$ cat src/rtl/alu_control_seq_if.sv
// Decode-to-execute handshake bundle for the ALU control sequencer.
// slave = the sequencer, master = the decode/execute side driving it.
interface alu_control_seq_if #(
  parameter int XLEN  = 32,
  parameter int CNT_W = $clog2(XLEN)
);
  logic             in_valid;
  logic             in_ready;
  logic [1:0]       alu_op;
  logic [2:0]       funct3;
  logic             funct7_5;
  logic             funct7_0;
  logic             div_zero;
  logic             out_valid;
  logic             out_ready;
  logic [4:0]       alu_ctrl;
  logic             illegal;
  logic             step_en;
  logic             step_first;
  logic             step_last;
  logic [CNT_W-1:0] step_cnt;
  logic             dz_bypass;

  modport slave (
    input  in_valid, alu_op, funct3, funct7_5, funct7_0, div_zero, out_ready,
    output in_ready, out_valid, alu_ctrl, illegal, step_en, step_first,
           step_last, step_cnt, dz_bypass
  );

  modport master (
    output in_valid, alu_op, funct3, funct7_5, funct7_0, div_zero, out_ready,
    input  in_ready, out_valid, alu_ctrl, illegal, step_en, step_first,
           step_last, step_cnt, dz_bypass
  );
endinterface

$ cat src/rtl/alu_control_seq.sv
// RV32IM ALU control decoder with a step sequencer for the iterative MUL/DIV datapath.
// A completed op is "DONE" while it sits in IDLE with out_valid high.
module alu_control_seq #(
  parameter int  XLEN      = 32,
  parameter bit  MULDIV_EN = 1'b1,
  localparam int CNT_W     = $clog2(XLEN)
) (
  input  logic clk,
  input  logic rst_n,
  input  logic flush,
  alu_control_seq_if.slave bus
);

  localparam logic [1:0] ST_IDLE = 2'b00;
  localparam logic [1:0] ST_ITER = 2'b01;

  localparam logic [4:0] C_AND  = 5'b00000;
  localparam logic [4:0] C_OR   = 5'b00001;
  localparam logic [4:0] C_ADD  = 5'b00010;
  localparam logic [4:0] C_XOR  = 5'b00011;
  localparam logic [4:0] C_SLL  = 5'b00100;
  localparam logic [4:0] C_SRL  = 5'b00101;
  localparam logic [4:0] C_SUB  = 5'b00110;
  localparam logic [4:0] C_SLT  = 5'b00111;
  localparam logic [4:0] C_SLTU = 5'b01000;
  localparam logic [4:0] C_SRA  = 5'b01001;
  localparam logic [4:0] C_ILL  = 5'b11111;

  localparam logic [CNT_W-1:0] LAST_CNT   = CNT_W'(XLEN - 1);
  localparam logic [CNT_W-1:0] PENULT_CNT = CNT_W'(XLEN - 2);

  // Base integer op shared by R-type and I-type; funct7_5 only qualifies R-type outside shifts.
  function automatic logic [4:0] base_op(input logic [2:0] f3, input logic f75,
                                         input logic rtype);
    logic [4:0] code;
    code = C_ILL;
    case (f3)
      3'b000:  code = (rtype && f75) ? C_SUB : C_ADD;
      3'b101:  code = f75 ? C_SRA : C_SRL;
      3'b001:  code = C_SLL;
      3'b010:  code = C_SLT;
      3'b011:  code = C_SLTU;
      3'b100:  code = C_XOR;
      3'b110:  code = C_OR;
      3'b111:  code = C_AND;
      default: code = C_ILL;
    endcase
    if (rtype && f75 && (f3 != 3'b000) && (f3 != 3'b101)) begin
      code = C_ILL;
    end
    return code;
  endfunction

  function automatic logic [4:0] decode_op(input logic [1:0] op, input logic [2:0] f3,
                                           input logic f75, input logic f70);
    logic [4:0] code;
    code = C_ILL;
    case (op)
      2'b00: code = C_ADD;
      2'b01: code = C_SUB;
      2'b10: begin
        if (f70) begin
          code = (f75 || !MULDIV_EN) ? C_ILL : {2'b10, f3};
        end else begin
          code = base_op(f3, f75, 1'b1);
        end
      end
      2'b11:   code = base_op(f3, f75, 1'b0);
      default: code = C_ILL;
    endcase
    return code;
  endfunction

  logic [1:0]       state_r;
  logic [CNT_W-1:0] cnt_r;
  logic             out_valid_r;
  logic [4:0]       alu_ctrl_r;
  logic             illegal_r;
  logic             dz_bypass_r;
  logic             step_en_r;
  logic             step_first_r;
  logic             step_last_r;

  logic [4:0] code_s;
  logic       in_ready_s;
  logic       accept_s;
  logic       is_mop_s;
  logic       dz_hit_s;
  logic       iter_s;

  // Decode and accept qualification for the op presented this cycle.
  always_comb begin
    code_s     = decode_op(bus.alu_op, bus.funct3, bus.funct7_5, bus.funct7_0);
    in_ready_s = (state_r == ST_IDLE) && (!out_valid_r || bus.out_ready);
    accept_s   = bus.in_valid && in_ready_s && !flush;
    is_mop_s   = (code_s[4:3] == 2'b10);
    // Only DIV/DIVU/REM/REMU (10100..10111) short-circuit on a zero divisor.
    dz_hit_s   = is_mop_s && code_s[2] && bus.div_zero;
    iter_s     = is_mop_s && !dz_hit_s;
  end

  // Control FSM, output register and step sequencer.
  always_ff @(posedge clk or negedge rst_n) begin
    if (!rst_n) begin
      state_r      <= ST_IDLE;
      cnt_r        <= '0;
      out_valid_r  <= 1'b0;
      alu_ctrl_r   <= C_ILL;
      illegal_r    <= 1'b0;
      dz_bypass_r  <= 1'b0;
      step_en_r    <= 1'b0;
      step_first_r <= 1'b0;
      step_last_r  <= 1'b0;
    end else if (flush) begin
      state_r      <= ST_IDLE;
      cnt_r        <= '0;
      out_valid_r  <= 1'b0;
      illegal_r    <= 1'b0;
      dz_bypass_r  <= 1'b0;
      step_en_r    <= 1'b0;
      step_first_r <= 1'b0;
      step_last_r  <= 1'b0;
    end else begin
      case (state_r)
        ST_IDLE: begin
          if (accept_s) begin
            alu_ctrl_r  <= code_s;
            illegal_r   <= (code_s == C_ILL);
            dz_bypass_r <= dz_hit_s;
            if (iter_s) begin
              state_r      <= ST_ITER;
              cnt_r        <= '0;
              out_valid_r  <= 1'b0;
              step_en_r    <= 1'b1;
              step_first_r <= 1'b1;
              step_last_r  <= 1'b0;
            end else begin
              out_valid_r <= 1'b1;
            end
          end else if (bus.out_ready) begin
            out_valid_r <= 1'b0;
          end else begin
            out_valid_r <= out_valid_r;
          end
        end
        ST_ITER: begin
          step_first_r <= 1'b0;
          if (cnt_r == LAST_CNT) begin
            state_r     <= ST_IDLE;
            cnt_r       <= '0;
            out_valid_r <= 1'b1;
            step_en_r   <= 1'b0;
            step_last_r <= 1'b0;
          end else begin
            cnt_r       <= cnt_r + CNT_W'(1);
            step_en_r   <= 1'b1;
            step_last_r <= (cnt_r == PENULT_CNT);
          end
        end
        default: begin
          state_r      <= ST_IDLE;
          cnt_r        <= '0;
          out_valid_r  <= 1'b0;
          step_en_r    <= 1'b0;
          step_first_r <= 1'b0;
          step_last_r  <= 1'b0;
        end
      endcase
    end
  end

  assign bus.in_ready   = in_ready_s;
  assign bus.out_valid  = out_valid_r;
  assign bus.alu_ctrl   = alu_ctrl_r;
  assign bus.illegal    = illegal_r;
  assign bus.dz_bypass  = dz_bypass_r;
  assign bus.step_en    = step_en_r;
  assign bus.step_first = step_first_r;
  assign bus.step_last  = step_last_r;
  assign bus.step_cnt   = cnt_r;

endmodule

$ cat src/flat_wrapper.sv
// flat-port wrapper written by rule: the top's interface ports become plain ports
module alu_control_seq_flat 
#(
  parameter int  XLEN      = 32,
  parameter bit  MULDIV_EN = 1'b1,
  localparam int CNT_W     = $clog2(XLEN)
)
  (clk, rst_n, flush, bus_in_valid, bus_alu_op, bus_funct3, bus_funct7_5, bus_funct7_0, bus_div_zero, bus_out_ready, bus_in_ready, bus_out_valid, bus_alu_ctrl, bus_illegal, bus_step_en, bus_step_first, bus_step_last, bus_step_cnt, bus_dz_bypass);
  alu_control_seq_if #(.XLEN(XLEN)) bus_i ();
  input  logic clk;
  input  logic rst_n;
  input  logic flush;
  input wire logic [$bits(bus_i.in_valid)-1:0] bus_in_valid;
  input wire logic [$bits(bus_i.alu_op)-1:0] bus_alu_op;
  input wire logic [$bits(bus_i.funct3)-1:0] bus_funct3;
  input wire logic [$bits(bus_i.funct7_5)-1:0] bus_funct7_5;
  input wire logic [$bits(bus_i.funct7_0)-1:0] bus_funct7_0;
  input wire logic [$bits(bus_i.div_zero)-1:0] bus_div_zero;
  input wire logic [$bits(bus_i.out_ready)-1:0] bus_out_ready;
  output wire logic [$bits(bus_i.in_ready)-1:0] bus_in_ready;
  output wire logic [$bits(bus_i.out_valid)-1:0] bus_out_valid;
  output wire logic [$bits(bus_i.alu_ctrl)-1:0] bus_alu_ctrl;
  output wire logic [$bits(bus_i.illegal)-1:0] bus_illegal;
  output wire logic [$bits(bus_i.step_en)-1:0] bus_step_en;
  output wire logic [$bits(bus_i.step_first)-1:0] bus_step_first;
  output wire logic [$bits(bus_i.step_last)-1:0] bus_step_last;
  output wire logic [$bits(bus_i.step_cnt)-1:0] bus_step_cnt;
  output wire logic [$bits(bus_i.dz_bypass)-1:0] bus_dz_bypass;
  assign bus_i.in_valid = bus_in_valid;
  assign bus_i.alu_op = bus_alu_op;
  assign bus_i.funct3 = bus_funct3;
  assign bus_i.funct7_5 = bus_funct7_5;
  assign bus_i.funct7_0 = bus_funct7_0;
  assign bus_i.div_zero = bus_div_zero;
  assign bus_i.out_ready = bus_out_ready;
  assign bus_in_ready = bus_i.in_ready;
  assign bus_out_valid = bus_i.out_valid;
  assign bus_alu_ctrl = bus_i.alu_ctrl;
  assign bus_illegal = bus_i.illegal;
  assign bus_step_en = bus_i.step_en;
  assign bus_step_first = bus_i.step_first;
  assign bus_step_last = bus_i.step_last;
  assign bus_step_cnt = bus_i.step_cnt;
  assign bus_dz_bypass = bus_i.dz_bypass;
  alu_control_seq #(.XLEN(XLEN), .MULDIV_EN(MULDIV_EN)) u_core (.clk(clk), .rst_n(rst_n), .flush(flush), .bus(bus_i));
endmodule
$ cat config.mk
export PLATFORM = sky130hd
export DESIGN_NAME = alu_control_seq_flat
export DESIGN_NICKNAME = d
export VERILOG_FILES = /design/src/rtl/alu_control_seq_if.sv /design/src/rtl/alu_control_seq.sv /design/src/flat_wrapper.sv
export SDC_FILE = /design/constraint.sdc
export NUM_CORES = 1
export LEC_CHECK = 0
export CORE_MARGIN = 2
export CORE_UTILIZATION = 34
export CTS_BUF_LIST = sky130_fd_sc_hd__clkbuf_4
export CTS_CLUSTER_DIAMETER = 80
export CTS_CLUSTER_SIZE = 40
export DETAILED_ROUTE_END_ITERATION = 6
export GPL_ROUTABILITY_DRIVEN = 0
export GPL_TIMING_DRIVEN = 0
export PLACE_DENSITY_LB_ADDON = 0.08
export REMOVE_ABC_BUFFERS = 1
export SYNTH_ARGS = -nofsm -noshare
export SYNTH_HDL_FRONTEND = slang
export SYNTH_SLANG_ARGS = --single-unit
$ cat constraint.sdc
create_clock -name clk -period 2.6 [get_ports clk]
set_input_delay 0.26 -clock clk [delete_from_list [all_inputs] [get_ports clk]]
set_output_delay 0.26 -clock clk [all_outputs]
set_load 0.05 [all_outputs]
## After elaboration in Yosys (flattened, before gate mapping)

Index checks and enable logic that the tools add are counted.

- Register bits: 18
- Word-level logic and storage cells: 96

- Muxes and demuxes: 42
- Add/subtract/negate cells: 1
- Bitwise logic cells: 1
- Reductions and logical operators: 23
- Equal/unequal tests: 20

Operator list:

| kind | count |
|---|---|
| case mux 5 bit (8 select lines) | 2 |
| 2-to-1 mux 5 bit | 6 |
| 2-to-1 mux 1 bit | 21 |
| case mux 5 bit (4 select lines) | 1 |
| == test 5 bit, second input constant | 3 |
| == test 3 bit, second input constant | 4 |
| case mux 5 bit (2 select lines) | 1 |
| inequality test 3 x 2 -> 1 bit, second input constant | 3 |
| logical AND 1 bit | 8 |
| 2-to-1 mux 2 bit | 4 |
| 2-to-1 mux 4 bit | 2 |
| == test 2 bit, second input constant | 3 |
| == test 3 x 2 -> 1 bit, second input constant | 2 |
| case mux 1 bit (2 select lines) | 3 |
| AND reduction 2 bit | 3 |
| AND reduction 3 bit | 2 |
| adder 5 x 1 -> 5 bit, second input constant | 1 |
| == test 2 x 1 -> 1 bit, second input constant | 2 |
| logical NOT 2 bit | 2 |
| inequality test 4 x 3 -> 1 bit, second input constant | 1 |
| case mux 2 bit (2 select lines) | 1 |
| nonzero test 2 bit | 2 |
| == test 3 x 1 -> 1 bit, second input constant | 1 |
| logical NOT 1 bit | 3 |
| other kinds (6) | 6 |

## Depth between registers and ports, before layout

Gate-level depths: netlist (run 1).

- Depth after elaboration: 15
- Depth in mapped cells: 8
- Mapped depth without buffers: 8

## Worst setup path before layout (run 1)

No wires, ideal clock.

- Kind: reg-to-reg
- From: reg u_core.out_valid_r, in the netlist u_core.bus.out_valid
- To: reg u_core.illegal_r, in the netlist u_core.bus.illegal
- Setup slack: 0.444 ns
- Required time: 2.479 ns
- Library setup time: 0.121 ns
- Path buffers: 0
- Stages on the path, launching flop included: 5
- Arrival time: 2.035 ns
- Cell sequence: dfrtp_1 nand2b_1 nor2b_1 a21oi_1 a22o_1

- Word-level cells in the longest chain between the ends: 7

RTL lines:

| item | RTL line | RTL |
|---|---|---|
| from (decl) | alu_control_seq.sv:76 | `logic out_valid_r;` |
| from (signal assigned) | alu_control_seq.sv:143 | `out_valid_r <= out_valid_r;` |
| logical NOT 1 bit | alu_control_seq.sv:94 | `in_ready_s = (state_r == ST_IDLE) && (!out_valid_r \|\| bus.out_ready);` |
| logical OR 1 bit | alu_control_seq.sv:94 |  |
| logical AND 1 bit | alu_control_seq.sv:94 |  |
| named net bus_in_ready | flat_wrapper.sv:20 | `output wire logic [$bits(bus_i.in_ready)-1:0] bus_in_ready;` |
| logical AND 1 bit (2 in series) | alu_control_seq.sv:95 | `accept_s = bus.in_valid && in_ready_s && !flush;` |
| nonzero test 2 bit (no line) | n/a |  |
| AND reduction 2 bit (no line) | n/a |  |
| to (signal assigned) | alu_control_seq.sv:128 | `illegal_r <= (code_s == C_ILL);` |
| to (decl) | alu_control_seq.sv:78 | `logic illegal_r;` |

The timed path passes the listed nets, and every way through them passes these cells.
A chain may end at the register's enable or synchronous reset.

## Final worst setup path (run 1)

- From: in bus_out_ready
- To: out bus_in_ready

- Word-level cells in the longest chain between the ends: 2

RTL lines:

| item | RTL line | RTL |
|---|---|---|
| from (decl) | flat_wrapper.sv:19 | `input wire logic [$bits(bus_i.out_ready)-1:0] bus_out_ready;` |
| logical OR 1 bit | alu_control_seq.sv:94 |  |
| logical AND 1 bit | alu_control_seq.sv:94 |  |
| to (decl) | flat_wrapper.sv:20 |  |

Every way passes these cells.

==> results of run 1 <==
[logic make-up (layout without fill, tap and decap cells)]
kind of cell    after synthesis  count (layout)  synth area share [%]
buf+inv                      10              36                  5.17
xor+xnor                      2               2                  2.30
simple gates                 46              46                  22.5
fa+ha+maj                     3               3                  3.44
mux                           2               2                  2.07
compound gates               37              37                  24.9
flops                        17              17                  39.6
[metal layers]
metal	GRT usage, %	up-vias	wire length (um)
met5	0	-	0
met4	6.21	0	25
met3	4.05	4	153
met2	25.7	32	1200
met1	19.3	473	1130
li1	-	486	-
[worst reg2reg max path, delay by kind of cell (launching register included)]
kind	cells	cell delay, ns
AND/OR/NAND/NOR	3	0.72
flip-flops	1	0.45
adder cells (fa/ha/maj)	2	0.42
AO/OA/AOI/OAI	2	0.31
[power by group]
part	switching, mW	internal, mW	total (mW)
sequential	0.00904	0.290	0.299
combinational	0.123	0.0731	0.196
clock	0.0795	0.0700	0.150
total	0.212	0.433	0.645
[synth_stat cells (all sizes together) (2+ instances only)]
cell	number	area, um^2
dfrtp	12	300
nand2	12	45.0
nor2	12	45.0
a21oi	6	30.0
o21ai	6	30.0
buf	5	37.5
dfstp	5	131
nand2b	4	25.0
a211oi	3	22.5
a21o	3	22.5
ha	3	37.5
inv	3	11.3
nor2b	3	18.8
o22ai	3	18.8
a221oi	2	30.0
clkbuf	2	7.51
mux2	2	22.5
nand3	2	10.0
nand4	2	12.5
o21a	2	15.0
o221ai	2	17.5
o2bb2ai	2	17.5
o41ai	2	17.5
[worst min path at each step]
stage | end | cells past startpoint | slack [ns]
CTS | u_core.bus.step_cnt[2]$_DFFE_PN0P_ | 1 | 0.45
global route | u_core.bus.step_cnt[0]$_DFFE_PN0P_ | 1 | 0.49
finish | u_core.bus.illegal$_DFFE_PN0P_ | 1 | 0.42
detailed placement | u_core.bus.alu_ctrl[4]$_DFFE_PN1P_ | 2 | 0.45
floorplan | u_core.bus.dz_bypass$_DFFE_PN0P_ | 0 | -0.04
global placement | u_core.bus.alu_ctrl[4]$_DFFE_PN1P_ | 2 | 0.45
[through the flow]
step,cell area [um^2],setup WS (ns)
after CTS,1420,0.324
final,1420,0.348
after global routing,1420,0.291
after detailed placement,1390,0.162
after floorplan,1040,0.444
after global placement,1390,0.184
[final cells by class]
cell class                      instances  area (um^2)  share of cell area [%]
Multi-Input combinational cell         90          602                    42.4
Sequential cell                        17          432                    30.4
Timing Repair Buffer                   29          290                    20.4
Tap cell                               44         55.1                    3.88
Clock buffer                            4         30.0                    2.11
Inverter                                3         11.3                   0.793
==> results.toml, run 1 <==
[status]
status = "completed"

[setup_path]
cp-startpoint = "bus_out_ready"
crit_buf_inv = 2
crit_end = "bus_in_ready"
path_max_fanout = 4
slowest_delay_ns = 0.85
endpoint_kind = "primary output"
start_kind = "input port"
worst-endpoint-required_ns = 2.34
worst_path_most_repeated_cell = "clkdlybuf4s50_1"
cp.arrival_ns = 1.99
worst_path_dominant_cell_family = "buffers and inverters"
cp.depth = 4
slowest_stage = "clkdlybuf4s50_1"
path_class = "input port to primary output"
reg2regPathDepth = 7
r2r_slack_ns = 0.65
r2r-start = "u_core.bus.step_cnt[1]$_DFFE_PN0P_"
reg2reg_to = "u_core.bus.step_cnt[2]$_DFFE_PN0P_"
crit_path_cell_trace = "clkdlybuf4s50_1 > nand2b_1 > nor2b_1 > clkdlybuf4s50_1"

[clock_network]
cts_sinks = 17
clk-insertion-delay-late_ns = 0.29
post_cts_buffers = 0
cts_buffers = 3
hold_buffers = 0
cts-resized-gates = 0
clock_tree.root_cell = "clkbuf_4"
clock_path_buffers = 2
cts.clk_slew.worst_paths_ns = 0.09
cts_tree = "done"
cts_max_level = 1

[layout]
layout_commonest_cell = "clkdlybuf4s50_1"
layout_common_cells = "29 x clkdlybuf4s50_1, 12 x nor2_1, 12 x nand2_1, 12 x dfrtp_1, 6 x a21oi_1"
drive_above_1_share_pct = 12.6
stdcell_count = 187
syn_to_final_growth_pct = 30.3
nFillCells = 324
nNetsFinal = 160
n_antenna_cell = 0
post-route-util_pct = 46.5

[power]
total_power_mw = 0.645
ir_drop_uv = 202
power_density_nw_per_um2 = 454
cellLeakagePower_nw = 0.590

[logic_synthesis]
synthArstFlopShare_pct = 100
syn_inst = 117
synth_area_um2 = 1090
seq_area_frac_synth_pct = 39.6
yosys_most_used_dff = "dfrtp_1"
yosysUniqueCellTypes = 44
yosysWarnings = 0
synth_seq_cells = 17
avgSynthCellArea_um2 = 9.31
synth_edf_count = 0

[placed_design]
dp_cells = 183
dp_hpwl_um = 1910
port_buffers = 29

[floorplanning]
core_area_um2 = 3050
die_area_um2 = 3670
die_y_um = 60.6
rows = 20
pin_count = 30
die_w_um = 60.6
initial_utilization_pct = 35.7

[route]
wl_per_cell_um = 13.4
drc = 0
wl_um = 2510
via_per_inst = 5.32
drtAntennaViolNets = 0
num_vias = 995
first_pass_iters = 4
drtIter0Drc = 44

[timing]
worst_pin_slew_ns = 0.781
min_period_ns = 2.25
finalCritPeriodShare_pct = 86.6
hold_ws_ns = 0.423
slew-limit-headroom_pct = 47.8
max_clock_freq_mhz = 444
finalHoldViolations = 0
setup_viol = 0
rsz0062_at_grt = "no"
slew_viol_final = 0
final.setup.tns_ns = 0
skew_ns = 0.00278

[global_route]
grt.total_usage_pct = 15.5
grt_pass1_wl_um = 4260
grt_pass1_vias = 977
gr-total-overflow = 0
grt_max_degree = 18
antenna_found_initial = 0

[hold_path]
hold_path.class = "input port to async pin"

[job]
drv_cap = 0
Power figures use the tool's default switching activity.
==> run 2, diff against run 1 <==
CORE_ASPECT_RATIO = 1.75   (was default)
==> run 2 against run 1 <==
Register-to-register slack lost 0.03 ns. Sequential cell count stayed put. First-iteration DRC count decreased by 52%. Fmax down 1.8%. Critical endpoint unchanged. Largest power group unchanged.
==> results.toml, run 2 (synthesis results as in run 1) <==
[status]
status = "completed"

[layout]
syn_to_final_growth_pct = 30.2
layout_common_cells = "29 x clkdlybuf4s50_1, 12 x nor2_1, 12 x nand2_1, 12 x dfrtp_1, 6 x a21oi_1"
layout_commonest_cell = "clkdlybuf4s50_1"
nNetsFinal = 160
n_antenna_cell = 0
drive_above_1_share_pct = 12.6
nFillCells = 330

[setup_path]
path_class = "input port to primary output"
r2r-start = "u_core.bus.step_cnt[0]$_DFFE_PN0P_"
worst-endpoint-required_ns = 2.34
endpoint_kind = "primary output"
cp.arrival_ns = 2.03
cp-startpoint = "bus_out_ready"
path_max_fanout = 4
start_kind = "input port"

[clock_network]
hold_buffers = 0
cts_tree = "done"
clk-insertion-delay-late_ns = 0.28
clock_tree.root_cell = "clkbuf_4"
cts_buffers = 3
clock_path_buffers = 2
cts_sinks = 17
post_cts_buffers = 0
cts-resized-gates = 0
cts_max_level = 1
cts.clk_slew.worst_paths_ns = 0.10

[floorplanning]
pin_count = 30
die_w_um = 46.8
die_area_um2 = 3690
die_y_um = 78.9
rows = 27
initial_utilization_pct = 35.1
core_area_um2 = 3110

[route]
drtAntennaViolNets = 0
wl_um = 2810
drc = 0
wl_per_cell_um = 15.1
first_pass_iters = 4
num_vias = 989
drtIter0Drc = 21
via_per_inst = 5.32

[timing]
rsz0062_at_grt = "no"
slew-limit-headroom_pct = 47.0
finalCritPeriodShare_pct = 88.2
setup_viol = 0
finalHoldViolations = 0
min_period_ns = 2.29
skew_ns = 0.00761
final.setup.tns_ns = 0
max_clock_freq_mhz = 436
slew_viol_final = 0
worst_pin_slew_ns = 0.792

[job]
drv_cap = 0

[global_route]
grt_max_degree = 18
gr-total-overflow = 0
grt_pass1_wl_um = 4550
antenna_found_initial = 0
grt.total_usage_pct = 16.6
grt_pass1_vias = 986

[power]
cellLeakagePower_nw = 0.590
total_power_mw = 0.647
power_density_nw_per_um2 = 456
ir_drop_uv = 295

[placed_design]
dp_hpwl_um = 2230
port_buffers = 29

[hold_path]
hold_path.class = "input port to async pin"
run 2: layout make-up:
class	instances	area, um^2	area share (%)
clock buffer	4	30.0	2.12
multi-input combinational	90	602	42.4
tap	43	53.8	3.79
timing repair buffer	29	290	20.5
inverter	3	11.3	0.794
sequential	17	432	30.4
run 2: report_power, final:
group	total, mW	internal (mW)	switching, mW
combinational	0.199	0.0732	0.126
clock	0.149	0.0699	0.0789
sequential	0.300	0.290	0.00965
total	0.647	0.433	0.214
run 2: through the flow:
step	instances	utilization [%]	instance area [um^2]	hold slack, ns	worst slack, ns
final	186	45.7	1420	0.431	0.307
after global routing	186	45.7	1420	0.496	0.218
after global placement	182	44.7	1390	0.461	0.141
after CTS	186	45.7	1420	0.457	0.313
after floorplan	110	-	1040	-0.0356	0.444
after detailed placement	182	44.7	1390	0.462	0.101
run 2: path summary, 6_finish.rpt:
| kind | slack, ns | cells after the start | endpoint |
|---|---|---|---|
| worst max-delay path | 0.31 | 4 | bus_in_ready |
| worst min-delay path | 0.43 | 1 | u_core.state_r[0]$_DFFE_PN0P_ |
| worst max register to register | 0.62 | 7 | u_core.bus.step_cnt[2]$_DFFE_PN0P_ |
| worst min register to register | 0.47 | 2 | u_core.bus.alu_ctrl[4]$_DFFE_PN1P_ |
| max in group asynchronous | 1.67 | 1 | u_core.bus.illegal$_DFFE_PN0P_ |
| min in group clk | 0.47 | 2 | u_core.bus.alu_ctrl[4]$_DFFE_PN1P_ |
run 2: per-layer routing:
layer | wire length, um | GRT usage, %
met1 | 1070 | 17.3
met3 | 103 | 1.59
met5 | 0 | 0
met4 | 19 | 5.00
met2 | 1620 | 32.1
run 2: critical path, cell delays in order:
cell and delay [ns]:
clkdlybuf4s50_1 0.45, nand2b_1 0.16, nor2b_1 0.30, clkdlybuf4s50_1 0.86
==> run 3, diff against run 2 <==
SKIP_CTS_REPAIR_TIMING = 1   (was default)
==> results of run 3 <==
The final DEF is identical to that of run 2; final timing and power are the same.
